`config.mk`:
```
export PLATFORM = sky130hd
export DESIGN_NAME = maq_mh
export DESIGN_NICKNAME = d
export VERILOG_FILES = /design/src/rtl/relogio_pkg.sv /design/src/rtl/contador_bcd.sv /design/src/rtl/maq_mh.sv
export SDC_FILE = /design/constraint.sdc
export NUM_CORES = 1
export LEC_CHECK = 0
export CAP_MARGIN = 20
export CORE_ASPECT_RATIO = 0.8
export CORE_MARGIN = 3
export CORE_UTILIZATION = 33
export CTS_CLUSTER_DIAMETER = 80
export DETAILED_ROUTE_END_ITERATION = 16
export PLACE_DENSITY = 0.58
export RECOVER_POWER = 100
export SLEW_MARGIN = 20
export SYNTH_ARGS = -nofsm -noshare
export SYNTH_HDL_FRONTEND = slang
export SYNTH_HIERARCHICAL = 1
export SYNTH_SLANG_ARGS = --single-unit
```
`constraint.sdc`:
```
create_clock -name clock -period 3.6 [get_ports clock]
set_clock_uncertainty 0.1 [all_clocks]
set_input_delay 0.72 -clock clock [delete_from_list [all_inputs] [get_ports clock]]
set_output_delay 0.72 -clock clock [all_outputs]
set_load 0.02 [all_outputs]
```
`src/rtl/relogio_pkg.sv`:
```
// Shared types and constants for the clock minutes/hours stage.
// Latency: n/a (declarations only).
// Backpressure: n/a.
package relogio_pkg;

  // User mode: normal counting, setting hours, setting minutes.
  typedef enum logic [1:0] {
    RUN   = 2'd0,
    SET_H = 2'd1,
    SET_M = 2'd2
  } modo_t;

  // Largest minutes-tens digit and largest BCD digit.
  localparam int MIN_MAX_MSD = 5;
  localparam int BCD_MAX     = 9;

endpackage

```
`src/rtl/contador_bcd.sv`:
```
// Two-digit BCD counter, modulo MODULO, advancing by one on each inc.
// Latency: digits show the new value on the edge that samples inc.
// Backpressure: none; every inc is consumed on the cycle it is seen.
module contador_bcd
  import relogio_pkg::*;
#(
  parameter int MODULO = 60,
  parameter int MSD_W  = 3
) (
  input  logic             clock,
  input  logic             reset,
  input  logic             inc,
  output logic [3:0]       lsd,
  output logic [MSD_W-1:0] msd,
  output logic             wrap
);

  localparam int MAX_MSD = (MODULO - 1) / 10;
  localparam int MAX_LSD = (MODULO - 1) % 10;

  logic no_max;

  // Counter sits on its last value (e.g. 59 or 23).
  assign no_max = (msd == MSD_W'(MAX_MSD)) && (lsd == 4'(MAX_LSD));

  // This inc rolls the counter back to 00; feeds carries and day pulse.
  assign wrap = inc && no_max;

  // Digit update: wrap to 00, carry units into tens, or bump units.
  always_ff @(posedge clock or posedge reset) begin
    if (reset) begin
      lsd <= '0;
      msd <= '0;
    end else if (inc) begin
      if (no_max) begin
        lsd <= '0;
        msd <= '0;
      end else if (lsd == 4'(BCD_MAX)) begin
        lsd <= '0;
        msd <= msd + MSD_W'(1);
      end else begin
        lsd <= lsd + 4'd1;
      end
    end
  end

endmodule

```
`src/rtl/maq_mh.sv`:
```
// Minutes/hours stage: BCD time keeping, time-setting FSM, day and seconds-reset pulses.
// Latency: one cycle from any input pulse to the registered outputs.
// Backpressure: none; pulses are consumed on the cycle they arrive, ignored ones are lost.
module maq_mh
  import relogio_pkg::*;
#(
  parameter int HORAS_DIA = 24
) (
  input  logic       clock,
  input  logic       reset,
  input  logic       incrementa_minuto,
  input  logic       btn_modo,
  input  logic       btn_ajuste,
  output logic [3:0] bcd_m_lsd,
  output logic [2:0] bcd_m_msd,
  output logic [3:0] bcd_h_lsd,
  output logic [1:0] bcd_h_msd,
  output logic       ajustando_h,
  output logic       ajustando_m,
  output logic       zera_segundos,
  output logic       incrementa_dia
);

  modo_t estado;
  modo_t prox;
  logic  rodando;
  logic  inc_min;
  logic  inc_hora;
  logic  min_wrap;
  logic  hora_wrap;

  // Mode sequence RUN -> SET_H -> SET_M -> RUN on each btn_modo.
  always_comb begin
    prox = estado;
    if (btn_modo) begin
      case (estado)
        RUN:     prox = SET_H;
        SET_H:   prox = SET_M;
        default: prox = RUN;
      endcase
    end
  end

  // Increment steering: the clock ticks only in RUN; in setting modes the
  // adjust button drives a single field, and a mode press drops it.
  always_comb begin
    rodando  = (estado == RUN);
    inc_min  = (rodando && incrementa_minuto) ||
               ((estado == SET_M) && btn_ajuste && !btn_modo);
    inc_hora = (rodando && min_wrap) ||
               ((estado == SET_H) && btn_ajuste && !btn_modo);
  end

  contador_bcd #(
    .MODULO ((MIN_MAX_MSD + 1) * 10),
    .MSD_W  (3)
  ) u_minutos (
    .clock (clock),
    .reset (reset),
    .inc   (inc_min),
    .lsd   (bcd_m_lsd),
    .msd   (bcd_m_msd),
    .wrap  (min_wrap)
  );

  contador_bcd #(
    .MODULO (HORAS_DIA),
    .MSD_W  (2)
  ) u_horas (
    .clock (clock),
    .reset (reset),
    .inc   (inc_hora),
    .lsd   (bcd_h_lsd),
    .msd   (bcd_h_msd),
    .wrap  (hora_wrap)
  );

  // State register plus registered mode flags and one-cycle output pulses.
  always_ff @(posedge clock or posedge reset) begin
    if (reset) begin
      estado         <= RUN;
      ajustando_h    <= 1'b0;
      ajustando_m    <= 1'b0;
      zera_segundos  <= 1'b0;
      incrementa_dia <= 1'b0;
    end else begin
      estado         <= prox;
      ajustando_h    <= (prox == SET_H);
      ajustando_m    <= (prox == SET_M);
      zera_segundos  <= (estado == SET_M) && btn_modo;
      incrementa_dia <= rodando && hora_wrap;
    end
  end

endmodule

```
### Yosys cells after proc, flatten, opt, wreduce, memory -nomap -nowiden

Index checks and enable logic that the tools add are counted.

* mux-type cells: 10
* reduce and logical (&&, ||, !) cells: 20
* $add $sub $neg: 4
* equality and inequality tests: 9

Operators with widths (count)
* $mux 4: 4
* $logic_and 1x1->1: 12
* $add 4x1->4 const B: 2
* $eq 4x4->1 const B: 2
* $eq 2x2->1 const B: 3
* $mux 2: 3
* $mux 3: 2
* $eq 2x1->1 const B: 2
* $eq 4x2->1 const B: 1
* $pmux 2 s2: 1
* $reduce_and 2->1: 2
* $reduce_bool 2->1: 2
* $add 3x1->3 const B: 1
* $eq 3x3->1 const B: 1
* $add 2x1->2 const B: 1
* $logic_not 2->1: 1
* $logic_or 1x1->1: 2
* $logic_not 1->1: 1

* register bits: 19
* input port bits: 5
* output and inout bits: 17
* word-level logic and storage cells: 52

### Logic depth before layout (Yosys ltp)

* depth in word-level cells: 9
* gate-level depth with buffers: 10

### By module

The synthesis kept the hierarchy.

Modules (own cells, without submodules)
* contador_bcd (u_minutos): instances 1, area each 417.9 µm², cells each 40
* contador_bcd (u_horas): instances 1, area each 361.6 µm², cells each 36
* maq_mh: instances 1, area each 272.8 µm², cells each 25

### Least setup slack after synthesis

OpenSTA, ideal clock, no wires.

* kind: in2reg
* start point: in btn_modo
* end point: reg incrementa_dia
* data arrival time: 2.590 ns
* data required time: 3.412 ns
* setup slack: 0.822 ns
* stages: 9
* path buffers: 0
* library setup time: 0.088 ns
* cells stage by stage: nand3b_1 -> a21oi_1 -> nand4b_4 -> nor2_1 -> nand2b_1 -> a21oi_1 -> and2b_4 -> and3_1 -> nor3b_1

* longest elaborated chain between the ends: 8
* elaborated cells between the ends (all ways): 9
* classes of those cells: 9 x reduce/logical

RTL lines
* from (decl): line maq_mh.sv:12 `input logic btn_modo,`
* $logic_not 1->1: line maq_mh.sv:49 `((estado == SET_M) && btn_ajuste && !btn_modo);`
* $logic_and 1x1->1: line maq_mh.sv:49
* $logic_or 1x1->1: line maq_mh.sv:48 `inc_min = (rodando && incrementa_minuto) ||`
* net inc_min: line maq_mh.sv:27 `logic inc_min;`
* $logic_and 1x1->1: line contador_bcd.sv:27 `assign wrap = inc && no_max;`
* net min_wrap: line maq_mh.sv:29 `logic min_wrap;`
* $logic_and 1x1->1: line maq_mh.sv:50 `inc_hora = (rodando && min_wrap) ||`
* $logic_or 1x1->1: line maq_mh.sv:50
* net inc_hora: line maq_mh.sv:28 `logic inc_hora;`
* $logic_and 1x1->1: line contador_bcd.sv:27
* net hora_wrap: line maq_mh.sv:30 `logic hora_wrap;`
* $logic_and 1x1->1: line maq_mh.sv:91 `incrementa_dia <= rodando && hora_wrap;`
* to (signal assigned): line maq_mh.sv:91
* to (decl): line maq_mh.sv:21 `output logic incrementa_dia`

The timed path passes the listed nets, and every way through them passes these cells.
A chain may end at the register's enable or synchronous reset.

### Worst setup path after layout

Same ends and word-level chain as after synthesis.

==> metrics.txt <==
Largest stage delay, worst path 610 ps; largest net degree at the start of global routing 12; Fmax 342.3 MHz; Startpoint Class input port; Top delay family on crit path simple AND/OR/NAND/NOR gates; area occupied by multi-input gates 509.2 µm²; area leader, netlist dfrtp_1; Routed Antenna Nets 0; first-pass GRT wire length 3650 µm; placed cells 160; GRT Util Overall 11.31%; maximum vdd drop ~0.34 mV; Crit. End Element register; Netlist cell types 36; fillcell total 287; worst-skew pair later-pin latency 250 ps; core footprint 2893 µm²; max-cap viol count 0; Post-CTS Setup Bufs 0; Critical Path RT 3660 ps; Final Hold Fails 0; DIE AREA 3906 µm²; CTS Buf Count 3; DIE HEIGHT around 57 µm; Synth warnings 6; WL final 2020 µm; final hold slack 454.3 ps; DRC Markers 0; Area Growth Syn to Fin 26.40%; Detailed Routing Iterations Pass 1 4; synth top area cells dfrtp_1, ha_1, nand2_1; H-tree level count 1; most frequent cells in the layout dfrtp_1, dlygate4sd3_1, o21ai_0, nand2_1, inv_1; Final Setup Violations 0; Final min period 2921 ps; DR WL/cell 12.32 µm; CTS tree built; DR vias/cell 4.780; GPL Wtd Cong 0.8144; worst-path fanout max 8; unrepaired setup endpoints after global routing no; status completed; Mean Syn Cell Area approximately 10 µm²; clk slew on worst S/H paths 70 ps; Boundary Pins 22; share of the synthesized area in the top cell type 45.18%; final instance area 1330 µm²; antenna violations before repair 0; Overflow after GRT 0; critical path data arrival time about 3000 ps; Crit path top cell by count a21oi_1; sequential area share after synthesis between 40% and 50%; setup TNS 0 ps; DR iter-0 viols 50; PwrDens 780.4 nW/µm²; FF+latch area 475.5 µm²; ANT cells 0; vias in the first global route 787; Layout Nets 138; FF+latch count, synth 19; share of cells above drive strength 1 7.937%; DP Wirelength 1568 µm; critical path class in -> reg; static leakage roughly 0.64 nW; FP Rows 17; Hold Buf Count CTS 0; post-synthesis cell count 101; Syn Nets ~110; Max-slew headroom approximately four fifths; critical path's slowest cell dlygate4sd3_1; total number of vias 784; Post-Syn Area 1052 µm²; Hold Crit Class reg -> reg; fin crit share between 80% and 90%; Worst-Margin Slew 287.2 ps; root buffer cell clkbuf_8; setup slack, reg-to-reg 1260 ps; Clock Path Buffers 2; cells along the critical path dlygate4sd3_1, nand3b_1, a21oi_1, buf_4, nand4b_4, nor2_1, nand2b_1, a21oi_1, and2b_1, and3_1, nor3b_1; Post-CTS Resized 0; Placed Instance Area 1306 µm²; # clock sinks 19; port buffer count 21; Slew Viols, Final 0; Non-Filler Instances 164; CP bufs+invs 2; Die Wd ~69 µm; Starting Density between 30% and 40%
[flip-flops by register name (all words and copies together), names as in the netlist]
signal,cells
estado,2
ajustando_h,1
u_horas/msd,2
ajustando_m,1
u_minutos/msd,3
incrementa_dia,1
zera_segundos,1
u_horas/lsd,4
u_minutos/lsd,4
[worst reg2reg max path: stages (launching register included)]
cell and delay (ps):
dfrtp_1 480, nand2b_1 190, a21oi_1 140, buf_4 170
nand4b_4 150, nor2_1 150, nand2b_1 70, a21oi_1 180
and2b_1 260, and3_1 170, nor3b_1 180
[layout make-up]
type	instances	share of cell area (%)
clock buffers	3	3.104
clock inverters	1	0.3763
inverters	7	1.976
multi-input cells	73	38.29
flip-flops and latches	19	35.75
well taps	38	3.575
repair buffers	23	16.93
[per-layer routing]
metal	wire [µm]	track usage, %	vias up
li1	-	-	404
met1	1044	15.31	369
met2	887	17.53	9
met3	70	4.293	2
met4	18	1.671	0
met5	0	0	-
[through the flow]
| step | worst slack, ps | util (%) | total power, mW |
|---|---|---|---|
| after floorplan | 822.3 | - | 0.7418 |
| after global placement | 585.5 | 45.16 | 0.9467 |
| after detailed placement | 541.7 | 45.16 | 0.9514 |
| after CTS | 777.9 | 46.76 | 1.101 |
| after global routing | 429.3 | 45.98 | 1.128 |
| final | 678.9 | 45.98 | 1.038 |
[cells in the mapped netlist (all sizes together)]
cell type	number
dfrtp	19
a21boi	2
or2	1
o21ai	10
a221oi	1
nor3b	4
and2b	1
a21oi	5
or2b	1
nor2	5
nand4b	1
and2	1
a21o	2
xnor2	3
mux2i	1
nand3b	3
inv	7
ha	6
a22o	1
o22ai	1
and4b	2
a311oi	1
nand4bb	1
and3	2
buf	2
nand2b	6
nand2	10
nand3	1
a31oi	1
[worst paths after layout]
check                           depth (start not counted)          endpoint        startpoint
worst max-delay path                                   11    incrementa_dia          btn_modo
worst min-delay path                                    1  u_minutos/msd[1]  u_minutos/msd[1]
worst max register to register                         10    incrementa_dia         estado[1]
worst min register to register                          1  u_minutos/msd[1]  u_minutos/msd[1]
max in group asynchronous                               2  u_minutos/msd[0]             reset
min in group asynchronous                               2         estado[1]             reset
[power by group]
part | switching [mW] | internal, mW
Clock | 0.0680 | 0.0767
Combinational | 0.246 | 0.233
Sequential | 0.119 | 0.295
[kinds of logic after synthesis]
| logic type | share of synthesized area, % |
|---|---|
| XOR/XNOR | 2.497 |
| AO/OA/AOI/OAI | 14.98 |
| buffers and inverters | 4.281 |
| AND/OR/NAND/NOR | 24.97 |
| flip-flops | 45.18 |
| adder cells (fa/ha/maj) | 7.134 |
| multiplexers | 0.9513 |
No activity file was read; power rests on OpenSTA's default activity.
